## config.mk

```make
export PLATFORM = sky130hd
export DESIGN_NAME = accel_apb_slv
export DESIGN_NICKNAME = d
export VERILOG_FILES = /design/src/rtl/accel_apb_slv_pkg.sv /design/src/rtl/types_amba_pkg.sv /design/src/rtl/types_pnp_pkg.sv /design/src/rtl/accel_apb_slv.sv
export SDC_FILE = /design/constraint.sdc
export NUM_CORES = 1
export LEC_CHECK = 0
export CAP_MARGIN = 20
export CORE_AREA = 8 8 193 195
export CTS_CLUSTER_SIZE = 16
export DETAILED_ROUTE_END_ITERATION = 10
export DIE_AREA = 0 0 201 203
export PLACE_DENSITY = 0.53
export RECOVER_POWER = 100
export REMOVE_ABC_BUFFERS = 1
export SETUP_SLACK_MARGIN = 0.15
export SLEW_MARGIN = 25
export SYNTH_ARGS = -nofsm -noshare
export SYNTH_HDL_FRONTEND = slang
export SYNTH_SLANG_ARGS = --single-unit
```

## constraint.sdc

```tcl
create_clock -name i_clk -period 1.95 [get_ports i_clk]
set_clock_uncertainty 0.05 [all_clocks]
set_input_delay 0.195 -clock i_clk [delete_from_list [all_inputs] [get_ports i_clk]]
set_output_delay 0.195 -clock i_clk [all_outputs]
set_load 0.01 [all_outputs]
```

## src/rtl/accel_apb_slv_pkg.sv

```systemverilog
// State encoding and register bundle for the accel_apb_slv APB responder.
package accel_apb_slv_pkg;

  typedef enum logic [1:0] {
    Idle     = 2'd0,
    Request  = 2'd1,
    WaitResp = 2'd2,
    Out      = 2'd3
  } accel_apb_slv_state_t;

  typedef struct packed {
    accel_apb_slv_state_t state;
    logic                 req_valid;
    logic [31:0]          req_addr;
    logic                 req_write;
    logic [31:0]          req_wdata;
    logic [3:0]           req_wstrb;
    logic [31:0]          resp_rdata;
    logic                 resp_err;
    logic                 pready;
    logic [7:0]           tmo_cnt;
  } accel_apb_slv_registers;

  localparam accel_apb_slv_registers accel_apb_slv_r_reset = '{
    state:      Idle,
    req_valid:  1'b0,
    req_addr:   '0,
    req_write:  1'b0,
    req_wdata:  '0,
    req_wstrb:  '0,
    resp_rdata: '0,
    resp_err:   1'b0,
    pready:     1'b0,
    tmo_cnt:    '0
  };

endpackage

```

## src/rtl/types_amba_pkg.sv

```systemverilog
// AMBA bus types shared by bus1 peripherals: APB request/response and memory-map slot.
package types_amba_pkg;

  typedef struct packed {
    logic [63:0] addr_start;
    logic [63:0] addr_end;
  } mapinfo_type;

  typedef struct packed {
    logic        pselx;
    logic        penable;
    logic [31:0] paddr;
    logic        pwrite;
    logic [31:0] pwdata;
    logic [3:0]  pstrb;
    logic [2:0]  pprot;
  } apb_in_type;

  typedef struct packed {
    logic [31:0] prdata;
    logic        pready;
    logic        pslverr;
  } apb_out_type;

endpackage

```

## src/rtl/types_pnp_pkg.sv

```systemverilog
// Plug-and-play descriptor types published by bus1 slaves.
package types_pnp_pkg;

  localparam logic [1:0] PNP_CFG_TYPE_SLAVE      = 2'h2;
  localparam logic [7:0] PNP_CFG_DEV_DESCR_BYTES = 8'h20;

  typedef struct packed {
    logic [7:0]  descrsize;
    logic [1:0]  descrtype;
    logic [63:0] addr_start;
    logic [63:0] addr_end;
    logic [15:0] vid;
    logic [15:0] did;
  } dev_config_type;

endpackage

```

## src/rtl/accel_apb_slv.sv

```systemverilog
// APB responder: converts each APB transfer into one req/resp handshake and publishes the PnP descriptor.
// Optional response timeout enabled by defining ACCEL_APB_SLV_TIMEOUT_EN.
module accel_apb_slv
  import types_amba_pkg::*, types_pnp_pkg::*, accel_apb_slv_pkg::*;
#(
  parameter logic [15:0] VENDOR_ID      = 16'h00F1,
  parameter logic [15:0] DEVICE_ID      = 16'h0000,
  parameter logic [7:0]  TIMEOUT_CYCLES = 8'd255
) (
  input  logic           i_clk,
  input  logic           i_nrst,
  input  mapinfo_type    i_mapinfo,
  output dev_config_type o_cfg,
  input  apb_in_type     i_apbi,
  output apb_out_type    o_apbo,
  output logic           o_req_valid,
  output logic [31:0]    o_req_addr,
  output logic           o_req_write,
  output logic [31:0]    o_req_wdata,
  output logic [3:0]     o_req_wstrb,
  input  logic           i_resp_valid,
  input  logic [31:0]    i_resp_rdata,
  input  logic           i_resp_err
);

  accel_apb_slv_registers r;
  accel_apb_slv_registers rin;
  accel_apb_slv_registers v;

  // req_valid and pready are one-cycle strobes registered on entry to Request / Out.
  always_comb begin
    v = r;
    v.req_valid = 1'b0;
    v.pready = 1'b0;
    case (r.state)
      Idle: begin
        if (i_apbi.pselx) begin
          v.state = Request;
          v.req_valid = 1'b1;
          v.req_addr = i_apbi.paddr - i_mapinfo.addr_start[31:0];
          v.req_write = i_apbi.pwrite;
          v.req_wdata = i_apbi.pwdata;
          v.req_wstrb = i_apbi.pstrb;
          v.tmo_cnt = '0;
        end
      end
      Request: begin
        if (i_resp_valid) begin
          v.state = Out;
          v.pready = 1'b1;
          v.resp_rdata = i_resp_rdata;
          v.resp_err = i_resp_err;
        end else begin
          v.state = WaitResp;
        end
      end
      WaitResp: begin
        if (i_resp_valid) begin
          v.state = Out;
          v.pready = 1'b1;
          v.resp_rdata = i_resp_rdata;
          v.resp_err = i_resp_err;
        end
`ifdef ACCEL_APB_SLV_TIMEOUT_EN
        else if (r.tmo_cnt == TIMEOUT_CYCLES) begin
          v.state = Out;
          v.pready = 1'b1;
          v.resp_rdata = '0;
          v.resp_err = 1'b1;
        end else begin
          v.tmo_cnt = r.tmo_cnt + 8'd1;
        end
`endif
      end
      Out: begin
        v.state = Idle;
      end
      default: begin
        v.state = Idle;
      end
    endcase
    rin = v;
  end

  always_ff @(posedge i_clk or negedge i_nrst) begin
    if (!i_nrst) begin
      r <= accel_apb_slv_r_reset;
    end else begin
      r <= rin;
    end
  end

  always_comb begin
    o_cfg = '0;
    o_cfg.descrsize = PNP_CFG_DEV_DESCR_BYTES;
    o_cfg.descrtype = PNP_CFG_TYPE_SLAVE;
    o_cfg.addr_start = i_mapinfo.addr_start;
    o_cfg.addr_end = i_mapinfo.addr_end;
    o_cfg.vid = VENDOR_ID;
    o_cfg.did = DEVICE_ID;
  end

  assign o_apbo.prdata = r.resp_rdata;
  assign o_apbo.pready = r.pready;
  assign o_apbo.pslverr = r.resp_err;
  assign o_req_valid = r.req_valid;
  assign o_req_addr = r.req_addr;
  assign o_req_write = r.req_write;
  assign o_req_wdata = r.req_wdata;
  assign o_req_wstrb = r.req_wstrb;

  logic unused_apb;
`ifdef ACCEL_APB_SLV_TIMEOUT_EN
  assign unused_apb = &{1'b0, i_apbi.penable, i_apbi.pprot};
`else
  assign unused_apb = &{1'b0, i_apbi.penable, i_apbi.pprot, TIMEOUT_CYCLES};
`endif

endmodule
```

==> metrics.md <==
| Metric | Value |
|---|---|
| Flip-flop and latch area | `0.002653 mm^2` |
| Share of power burned in combinational logic | `51.3%` |
| Mean number of vias per cell | `4.208` |
| Overall fraction of global-route tracks in use | `17.48%` |
| Cell row count | `68` |
| Antenna violations before repair | `0` |
| Slack of the worst reg-to-reg path | `0.01 ns` |
| Clock transition at the registers of the reported paths | `0.08 ns` |
| Share of async-settable or async-resettable flops after synthesis | `100.0%` |
| Post-placement setup slack | `-1.272 ns` |
| Critical path buffer and inverter count | `2` |
| Placer congestion estimate | `0.8004` |
| Part of the power in registers | `31.7%` |
| TritonCTS clock tree | `done` |
| Crit-path max cell delay | `0.37 ns` |
| Largest cells by area after synthesis | `sky130_fd_sc_hd__dfrtp_1 33%, sky130_fd_sc_hd__buf_4 26%, sky130_fd_sc_hd__nand2_1 7.2%, sky130_fd_sc_hd__ha_1 5.5%, sky130_fd_sc_hd__mux2_2 4.9%` |
| CP Cell Sequence | `buf_8 -> ha_4 -> fa_2 -> nand2b_4 -> a21o_1 -> a31o_4 -> nor3b_2 -> buf_4 -> o21ai_4 -> and3_1 -> or3_1` |
| Drt first-iter violations | `302` |
| Post-Route Utilization | `33.29%` |
| Top flip-flop cell by instance count after synthesis | `sky130_fd_sc_hd__dfrtp_1` |
| Wire length of the first global-routing pass | `51,520 um` |
| Number of top-level design ports | `512` |
| Violations in the final reports | `setup timing` |
| Initial Util | `23.49%` |
| Final count of pins violating max slew | `0` |
| Antenna diodes | `0` |
| Net switching power of the design | `4.413 mW` |
| Warnings from Yosys | `0` |
| Worst-path maximum fanout | `4` |
| Count of unique library cells instantiated by Yosys | `67` |
| Buffer depth of the longest clock path | `2` |
| Switching portion of total power | `36.82%` |
| Mapped Area | `0.008014 mm^2` |
| Transition time at the pin with the least slew margin | `1.044 ns` |
| Final setup violating endpoints | `10` |
| # fillers | `3,526` |
| Final Hold Fails | `0` |
| Drt drc | `0` |
| Die area | `0.04080 mm^2` |
| Outcome | `finished, violations left` |
| Share of the synthesized area in the top cell type | `33.10%` |
| Ratio of cells with drive above 1 in the final layout | `31.07%` |
| Overall overflow remaining after global route | `0` |
| Routed WL per cell | `24.15 um` |
| Drt total wl | `36,950 um` |
| Worst VDD drop | `0.5424 mV` |
| Max Cap Viol | `0` |
| Kind of end point of the critical path | `flip-flop` |
| Growth of design area from synthesis to finish | `41.73%` |
| Critical Path Slowest Stage Cell | `sky130_fd_sc_hd__fa_2` |
| Post-Syn Instances | `914` |
| TritonCTS Buffers | `9` |
| Max-Slew Margin vs Limit | `30.37%` |
| Max Clk Rate | `478.1 MHz` |
| Maximum number of pins on one net before global-route repair | `107` |
| Setup crit start kind | `primary input` |
| Power per cell area | `1055 mW/mm^2` |
| Min Tclk post-route | `2.092 ns` |
| Required @ worst endpoint | `2.13 ns` |
| Mean cell area of the mapped netlist | `8.768 um^2` |
| Critical Path AT | `2.28 ns` |
| Remaining antenna violation count after routing | `0` |
| Count of vias placed by the detailed router | `6,438` |
| Class of the worst hold path | `primary input to flip-flop` |
| RSZ-0062 raised after global routing | `yes` |
| H-Tree Level Count | `3` |
| Worst-skew pair later-pin latency | `0.36 ns` |
| Static power due to leakage | `5.180 nW` |
| Share of power burned in the clock network | `17.0%` |
| Drt pass-1 iters | `4` |
| I/O Buffers | `273` |
| Horizontal extent of the die | `201 um` |
| Sink Count | `106` |
| Clock root buffer | `sky130_fd_sc_hd__clkbuf_16` |
| Final net count | `1,344` |
| Vias in the first global route | `6,756` |
| Internal power | `7.571 mW` |
| Cell taking the most area after synthesis | `sky130_fd_sc_hd__dfrtp_1` |
| Total negative slack for setup checks | `-0.7414 ns` |
| Kind of cell adding the most delay to the critical path | `simple AND/OR/NAND/NOR gates` |
| EDFF count, synth | `0` |
| Share of the clock period used by the worst path | `107.3%` |
| HPWL after detailed placement | `30,400 um` |
| PnR Total Power | `11.98 mW` |
| CORE AREA | `0.03412 mm^2` |
| Total area of multi-input combinational cells | `0.003929 mm^2` |
| Die Y | `203 um` |
| Post-synthesis register bit count | `106` |
| Sequential element share of the synthesized area | `33.10%` |
| Setup slack of the critical path after layout | `-0.1418 ns` |
| Critical path type | `primary input to flip-flop` |
## stage by stage
stage,std cells,cell area [um^2],hold slack [ns]
4_1_cts,1522,11150,0.09100
5_1_grt,1530,11360,0.1180
3_3_place_gp,1489,10120,0.2835
2_1_floorplan,653,5968,-0.1506
3_5_place_dp,1489,10120,0.2881
6_report,1530,11360,0.1122
## power by group through the flow
stage / logic (mW) / registers, mW / clock network (mW)
after global placement: 6.30 / 3.86 / 0
after detailed placement: 6.35 / 3.90 / 0
final: 6.15 / 3.80 / 2.04
after floorplan: 2.07 / 4.34 / 0
after CTS: 6.60 / 3.87 / 2.13
after global routing: 6.74 / 3.96 / 2.19
## path summary, 6_finish.rpt
path / depth (start not counted) / startpoint / end
setup / recovery: 11 / i_mapinfo[64] / o_req_addr[28]
max in group asynchronous: 3 / i_nrst / o_req_addr[8]
hold reg to reg: 2 / o_req_wdata[26] / o_req_wdata[26]
min in group asynchronous: 3 / i_nrst / o_req_wdata[9]
setup reg to reg: 5 / r[112] / o_apbo[33]
hold / removal: 3 / i_mapinfo[64] / o_req_addr[0]
## registers in the layout (all words and copies together), names as in the netlist
signal       flops
o_req_addr      32
o_req_wdata     32
o_req_wstrb      4
o_req_write      1
o_req_valid      1
o_apbo          34
r                2
## layout make-up
cell class	instances	share of cell area [%]
clock buffers	12	2.346
multi-input cells	501	34.59
repair buffers	406	32.62
flip-flops and latches	106	23.35
clock inverters	4	0.4957
well taps	455	5.012
inverters	46	1.586
## per-layer routing
layer  up-vias  routed length, um  track usage (%)  part of all wire (%)
met5         -                416            7.617                   1.1
li1       3016                  -                -                     -
met2       435              15380            24.96                    42
met3        29               6740            15.57                    18
met1      2948              14170            19.02                    38
met4        10                244            2.339                  0.66
## tightest hold or removal path, stage by stage
cell	delay (ns)
sky130_fd_sc_hd__buf_8	0.08
sky130_fd_sc_hd__ha_4	0.11
sky130_fd_sc_hd__o21ai_0	0.08
## cell usage in the layout (no fill, tap or decap), types with 4 or more instances in the layout
master / synthesis / final
sky130_fd_sc_hd__buf_2: 0 / 8
sky130_fd_sc_hd__dlygate4sd3_1: 0 / 136
sky130_fd_sc_hd__ha_1: 35 / 9
sky130_fd_sc_hd__clkbuf_2: 1 / 11
sky130_fd_sc_hd__buf_4: 274 / 116
sky130_fd_sc_hd__nand4_1: 6 / 6
sky130_fd_sc_hd__nand3_2: 0 / 4
sky130_fd_sc_hd__nand2_2: 1 / 4
sky130_fd_sc_hd__nor3_1: 6 / 4
sky130_fd_sc_hd__clkdlybuf4s50_1: 0 / 89
sky130_fd_sc_hd__dlygate4sd2_1: 0 / 11
sky130_fd_sc_hd__o21ai_0: 39 / 23
sky130_fd_sc_hd__clkbuf_4: 1 / 4
sky130_fd_sc_hd__o21ai_1: 1 / 14
sky130_fd_sc_hd__a21oi_4: 1 / 6
sky130_fd_sc_hd__o21a_1: 4 / 4
sky130_fd_sc_hd__a21oi_1: 35 / 24
sky130_fd_sc_hd__a21oi_2: 0 / 6
sky130_fd_sc_hd__xor2_1: 13 / 13
sky130_fd_sc_hd__ha_4: 0 / 25
sky130_fd_sc_hd__buf_6: 3 / 17
sky130_fd_sc_hd__clkdlybuf4s15_1: 0 / 8
sky130_fd_sc_hd__a21o_1: 16 / 16
sky130_fd_sc_hd__nand2_1: 153 / 149
sky130_fd_sc_hd__xnor2_2: 0 / 4
sky130_fd_sc_hd__nor2_1: 16 / 14
sky130_fd_sc_hd__xnor2_1: 11 / 7
sky130_fd_sc_hd__nor2b_1: 4 / 4
sky130_fd_sc_hd__inv_1: 45 / 22
sky130_fd_sc_hd__conb_1: 2 / 42
sky130_fd_sc_hd__clkbuf_16: 0 / 9
sky130_fd_sc_hd__mux2_2: 35 / 35
sky130_fd_sc_hd__dfrtp_1: 106 / 106
sky130_fd_sc_hd__inv_2: 0 / 20
sky130_fd_sc_hd__nand3_1: 11 / 4
## cell usage after synthesis, drive strengths merged, types with 2 or more instances
cell type,count
a2111oi,4
mux2,35
nor3,7
nand4,6
and3,4
dfrtp,106
a31oi,5
nand3,11
a211oi,3
nand2,154
nor2,16
a31o,3
and4,2
a221o,2
clkbuf,22
ha,35
xnor2,11
o2111ai,2
o21a,4
nand2b,5
conb,2
nor2b,5
o21bai,4
inv,45
a21oi,36
nor3b,4
o211ai,4
o31ai,4
o21ai,41
o22ai,2
or4,2
a21o,16
buf,279
xor2,13
or3,3
## kinds of logic (layout without fill, tap and decap cells)
family          after synthesis  in the layout  synth area share (%)
other cells                   2             42               0.09371
mux                          35             35                 4.918
fa+ha+maj                    36             36                 5.714
buf+inv                     347            468                 29.55
compound gates              142            142                 11.80
xor+xnor                     24             24                 2.623
flops                       106            106                 33.10
simple gates                222            222                 12.19
## what timing repair did
| action | 4_1_cts | 5_1_grt |
|---|---|---|
| pin swaps | 55 | 53 |
| setup buffers | 16 | 8 |
| resized for setup | 231 | 80 |
| endpoints found under the hold margin | 106 | 0 |
| endpoints found under the setup margin | 29 | 24 |
| gates cloned | 0 | 0 |
| hold buffers | 1 | 0 |
(Power assumes the default switching activity.)
